===== config.mk =====
export PLATFORM = sky130hd
export DESIGN_NAME = viterbi_traceback
export DESIGN_NICKNAME = d
export VERILOG_FILES = /design/src/rtl/viterbi_traceback.sv
export SDC_FILE = /design/constraint.sdc
export NUM_CORES = 1
export LEC_CHECK = 0
export BUFFER_PORTS_ARGS = -buffer_cell sky130_fd_sc_hd__buf_2
export CORE_AREA = 2 2 141 143
export DETAILED_ROUTE_END_ITERATION = 6
export DIE_AREA = 0 0 143 145
export SYNTH_ARGS = -nofsm -noshare
export SYNTH_HDL_FRONTEND = slang
export SYNTH_SLANG_ARGS = --single-unit
export TNS_END_PERCENT = 5

===== constraint.sdc =====
create_clock -name clk -period 6.65 [get_ports clk]
set_clock_uncertainty 0.15 [all_clocks]
set_input_delay 0.3325 -clock clk [delete_from_list [all_inputs] [get_ports clk]]
set_output_delay 0.3325 -clock clk [all_outputs]
set_load 0.005 [all_outputs]

===== src/rtl/viterbi_traceback.sv =====
// Survivor-path memory and traceback for a 4-state (K=3) Viterbi decoder.
// It collects one frame of ACS decisions, traces back from the chosen final state, and emits the decoded bits oldest first.
module viterbi_traceback #(
    parameter int MAX_LEN    = 32,
    parameter bit TERMINATED = 1'b0
) (
    input  logic       clk,
    input  logic       rst,
    input  logic       in_valid,
    output logic       in_ready,
    input  logic       in_last,
    input  logic       ACS00_selection,
    input  logic       ACS01_selection,
    input  logic       ACS10_selection,
    input  logic       ACS11_selection,
    input  logic [3:0] ACS00_path_cost,
    input  logic [3:0] ACS01_path_cost,
    input  logic [3:0] ACS10_path_cost,
    input  logic [3:0] ACS11_path_cost,
    output logic       out_valid,
    input  logic       out_ready,
    output logic       out_bit,
    output logic       out_last
);

    localparam int CW = $clog2(MAX_LEN + 1);
    localparam int IW = $clog2(MAX_LEN);

    typedef enum logic [1:0] {
        COLLECT,
        TRACE,
        EMIT
    } state_t;

    state_t        state_q, state_d;
    logic [CW-1:0] cnt_q, cnt_d;
    logic [CW-1:0] len_q, len_d;
    logic [IW-1:0] i_q, i_d;
    logic [IW-1:0] rd_q, rd_d;
    logic [1:0]    s_q, s_d;

    logic [3:0]    dec_mem [MAX_LEN];
    logic          out_mem [MAX_LEN];
    logic          dec_we;
    logic          out_we;
    logic [3:0]    dec_rd;

    logic [3:0]    cost [4];
    logic [1:0]    best_idx;
    logic [3:0]    best_cost;

    assign cost[0] = ACS00_path_cost;
    assign cost[1] = ACS01_path_cost;
    assign cost[2] = ACS10_path_cost;
    assign cost[3] = ACS11_path_cost;
    assign dec_rd  = dec_mem[i_q];

    // Strict less-than keeps the lowest index on ties.
    always_comb begin
        best_idx  = 2'd0;
        best_cost = cost[0];
        for (int j = 1; j < 4; j++) begin
            if (cost[j] < best_cost) begin
                best_idx  = 2'(j);
                best_cost = cost[j];
            end
        end
    end

    // NOTE: every output of this block gets a default first, so no path can infer a latch.
    always_comb begin
        state_d   = state_q;
        cnt_d     = cnt_q;
        len_d     = len_q;
        i_d       = i_q;
        rd_d      = rd_q;
        s_d       = s_q;
        dec_we    = 1'b0;
        out_we    = 1'b0;
        in_ready  = 1'b0;
        out_valid = 1'b0;
        out_bit   = 1'b0;
        out_last  = 1'b0;

        case (state_q)
            COLLECT: begin
                in_ready = !rst;
                if (in_valid && in_ready) begin
                    dec_we = 1'b1;
                    cnt_d  = cnt_q + CW'(1);
                    if (in_last || (cnt_q == CW'(MAX_LEN - 1))) begin
                        len_d   = cnt_q + CW'(1);
                        i_d     = IW'(cnt_q);
                        s_d     = TERMINATED ? 2'b00 : best_idx;
                        state_d = TRACE;
                    end
                end
            end

            TRACE: begin
                // The step holding s decodes to s[1]; its predecessor is {s[0], decision}.
                out_we = 1'b1;
                s_d    = {s_q[0], dec_rd[s_q]};
                if (i_q == '0) begin
                    rd_d    = '0;
                    state_d = EMIT;
                end else begin
                    i_d = i_q - IW'(1);
                end
            end

            EMIT: begin
                out_valid = 1'b1;
                out_bit   = out_mem[rd_q];
                out_last  = (CW'(rd_q) == len_q - CW'(1));
                if (out_ready) begin
                    if (out_last) begin
                        cnt_d   = '0;
                        state_d = COLLECT;
                    end else begin
                        rd_d = rd_q + IW'(1);
                    end
                end
            end

            default: state_d = COLLECT;
        endcase
    end

    always_ff @(posedge clk) begin
        if (rst) begin
            state_q <= COLLECT;
            cnt_q   <= '0;
            len_q   <= '0;
            i_q     <= '0;
            rd_q    <= '0;
            s_q     <= 2'b00;
        end else begin
            state_q <= state_d;
            cnt_q   <= cnt_d;
            len_q   <= len_d;
            i_q     <= i_d;
            rd_q    <= rd_d;
            s_q     <= s_d;
        end
    end

    // NOTE: the memories have no reset; every entry is written before it is read within a frame.
    always_ff @(posedge clk) begin
        if (dec_we) begin
            dec_mem[cnt_q[IW-1:0]] <= {ACS11_selection, ACS10_selection,
                                       ACS01_selection, ACS00_selection};
        end
        if (out_we) begin
            out_mem[i_q] <= s_q[1];
        end
    end

endmodule


==> run summary <==
Fin. Hold Viols = 0
via count = 4,960
Final min period = 3.51 ns
P_leak = 0.00308 uW
largest family of logic cells by synthesized area = multiplexers
Synth async-reset ratio = 0%
CTS root buffer = clkbuf_16
R2R depth = 6
Synth Flop Type = edfxtp_1
Max Cap Violations = 0
post-CTS sizing = 0
diode count = 0
Initial DRC Count = 458
Final Cycle Share = 52.8%
total routed wirelength = 17,300 um
H-tree depth = 4
core area = 19,200 um^2
GRT Util Overall = 17.5%
Layout area overhead = 11.1%
WP buf/inv = 2
CP Launch Type = input port
Via density = 5.51
Hold Buf Count CTS = 0
Crit path max-delay family = compound AO/OA/AOI/OAI gates
hold crit path type = input port to register
# setup viols final = 0
Tightest Pin Transition = 0.756 ns
CTS sink count = 196
slowest stage delay, CP = 0.33 ns
Syn Nets = 643
TNS Setup = 0 ns
Post-Synth XOR/XNOR Area = 1.33%
CP required = 6.84 ns
Final #Nets = 669
Crit path depth = 17
flop2flop setup slack = 3.78 ns
Max Fclk = 285 MHz
Slew HR = 49.5%
TritonRoute pass-1 iters = 5
proportion of synthesized area in mux cells = 12.2%
Post-synth EDFFs = 160
Pwr per Cell Area = 266 nW/um^2
Post-DP HPWL = 11,600 um
critical path peak fanout = 6
DRC = 0
sequential share of the synthesized area = 64.5%
number of routed nets with antenna violations = 0
initial antenna violation count = 0
vias in the first global route = 5,129
final instance area = 9520 um^2
Clock Latency Late Sink = 0.43 ns
global route overflow = 0
synthesized area = 8570 um^2
Yosys top cell area share = 56.1%
Setup CP Type = input port to register
post-CTS setup buffers = 0
slowest stage cell, crit path = a21oi_1
hold worst-path end = state_q[1]$_SDFFE_PP0P_
hold path cells = 3
worst-path cell chain = buf_2 -> inv_1 -> ha_1 -> a21oi_1 -> o21ai_0 -> a21oi_1 -> mux2i_1 -> ha_1 -> a21oi_1 -> o21bai_1 -> a41o_1 -> nand2_1 -> o21ai_0 -> ha_1 -> a2111oi_0 -> o22ai_1 -> a211oi_1
average size of a mapped cell = 14.4 um^2
final hold slack = 0.0762 ns
unrepaired setup endpoints after global routing = no
num ports = 29
# port buffers = 28
DP Area = 8950 um^2
crit path DAT = 3.70 ns
area leader, netlist = edfxtp_1
CTS tree = built
Slew Limit Fails = 0
clk buf depth = 2
Peak VDD IR = 0.200 mV
post-synthesis compound-gate area fraction = 6.60%
CTS Buf Count = 17
Initial Util = 44.6%
Simple-Gate Fraction of Synth Area = 9.92%
FF-to-FF End = s_q[0]$_SDFFE_PP0P_
layout cells sized above 1 = 18.9%
WL per Instance = 19.2 um
Die ar. = 20,700 um^2
Worst-path clk slew = 0.07 ns
crit path capture type = register
Cell variety after synth = 57
Post-Synthesis Cells = 596
die extent in x = 143 um
adder-cell share of the synthesized area = 3.21%
worst hold start = out_ready
synth top area cells = edfxtp_1 56%, mux4_2 10%, dfxtp_1 8.4%, nor2_1 3.9%, ha_1 3.2%
row count = 51
Seq cells post-synth = 196
status = complete, no violations
first-pass GRT wire length = 27,600 um
Final GP Congestion = 0.822
Ys Warns = 0
largest net degree at the start of global routing = 39
Die Y = 145 um
## sequential cells by signal, summed over array words and instances (netlist names), named ones only
name and cells:
dec_mem 128, s_q 2, i_q 5, cnt_q 6
len_q 6, rd_q 5, state_q 2, out_mem 32
## where the power goes
group	switching (uW)	internal, uW	total [uW]
sequential	20.9	1340	1360
clock	464	527	991
combinational	103	75.5	178
total	588	1940	2530
## worst max path at each step
stage	start	endpoint	slack, ns
after floorplan	ACS00_path_cost[2]	s_q[0]$_SDFFE_PP0P_	3.30
after global placement	ACS00_path_cost[2]	s_q[0]$_SDFFE_PP0P_	3.00
after detailed placement	ACS00_path_cost[2]	s_q[0]$_SDFFE_PP0P_	2.75
after CTS	ACS00_path_cost[2]	s_q[0]$_SDFFE_PP0P_	3.16
after global routing	ACS00_path_cost[2]	s_q[0]$_SDFFE_PP0P_	2.93
final	ACS00_path_cost[2]	s_q[0]$_SDFFE_PP0P_	3.14
## Yosys cell counts, types with 3 or more instances
library cell / n
or3_1: 3
mux2_2: 5
a211oi_1: 4
nand3b_1: 10
a22oi_1: 12
inv_1: 18
ha_1: 22
a21oi_1: 30
dfxtp_1: 36
nor3_1: 7
mux4_2: 39
mux2i_1: 6
or3b_2: 5
nor2b_1: 5
o21ai_0: 16
xnor2_1: 8
buf_2: 4
edfxtp_1: 160
xor2_1: 5
nand2_1: 37
clkbuf_1: 16
nand3_1: 5
nand2b_1: 7
nor2_1: 89
## area by class of cell
cell class / instances / area [um^2]
Inverter: 18 / 67.6
Clock inverter: 15 / 141
Clock buffer: 17 / 425
Tap cell: 265 / 332
Multi-Input combinational cell: 357 / 2860
Timing Repair Buffer: 32 / 170
Sequential cell: 196 / 5530
Fill cell: 1630 / 9690
## metrics by stage
stage	std cells	setup WS (ns)	utilization (%)	total power, uW
floorplan	596	3.30	-	1500
global placement	868	3.00	46.6	1560
detailed placement	868	2.75	46.6	1570
CTS	900	3.16	49.6	2550
global route	900	2.93	49.6	2610
finish	900	3.14	49.6	2530
## tightest hold or removal path: stages
cell and delay [ns]:
buf_2 0.10, nand2b_1 0.11, a21oi_1 0.06
## cell usage in the layout, fill, tap and decap left out, drive strengths merged, types with 2 or more instances in the layout
| master | instances |
|---|---|
| a2111oi | 2 |
| a211oi | 4 |
| a21boi | 3 |
| a21oi | 30 |
| a22oi | 12 |
| a311oi | 2 |
| a31oi | 2 |
| and2 | 2 |
| buf | 32 |
| clkbuf | 17 |
| clkinv | 5 |
| dfxtp | 36 |
| edfxtp | 160 |
| ha | 22 |
| inv | 26 |
| mux2 | 5 |
| mux2i | 6 |
| mux4 | 41 |
| nand2 | 37 |
| nand2b | 7 |
| nand3 | 5 |
| nand3b | 10 |
| nand4 | 2 |
| nor2 | 90 |
| nor2b | 5 |
| nor3 | 7 |
| nor3b | 2 |
| nor4 | 3 |
| o21ai | 16 |
| o21bai | 2 |
| o22ai | 2 |
| or2 | 2 |
| or3 | 3 |
| or3b | 5 |
| xnor2 | 8 |
| xor2 | 5 |
## per-layer routing
| metal | vias to the layer above | GRT usage (%) | routed length, um |
|---|---|---|---|
| met1 | 2479 | 22.8 | 7440 |
| met5 | - | 0 | 0 |
| met2 | 132 | 28.9 | 8850 |
| met4 | 0 | 6.24 | 357 |
| li1 | 2322 | - | - |
| met3 | 27 | 3.60 | 667 |
## logic make-up after synthesis
group | after synthesis
flops | 196
mux | 52
simple gates | 182
xor+xnor | 13
buf+inv | 43
fa+ha+maj | 22
compound gates | 88
Note: power is estimated with default switching activity, not from simulation.
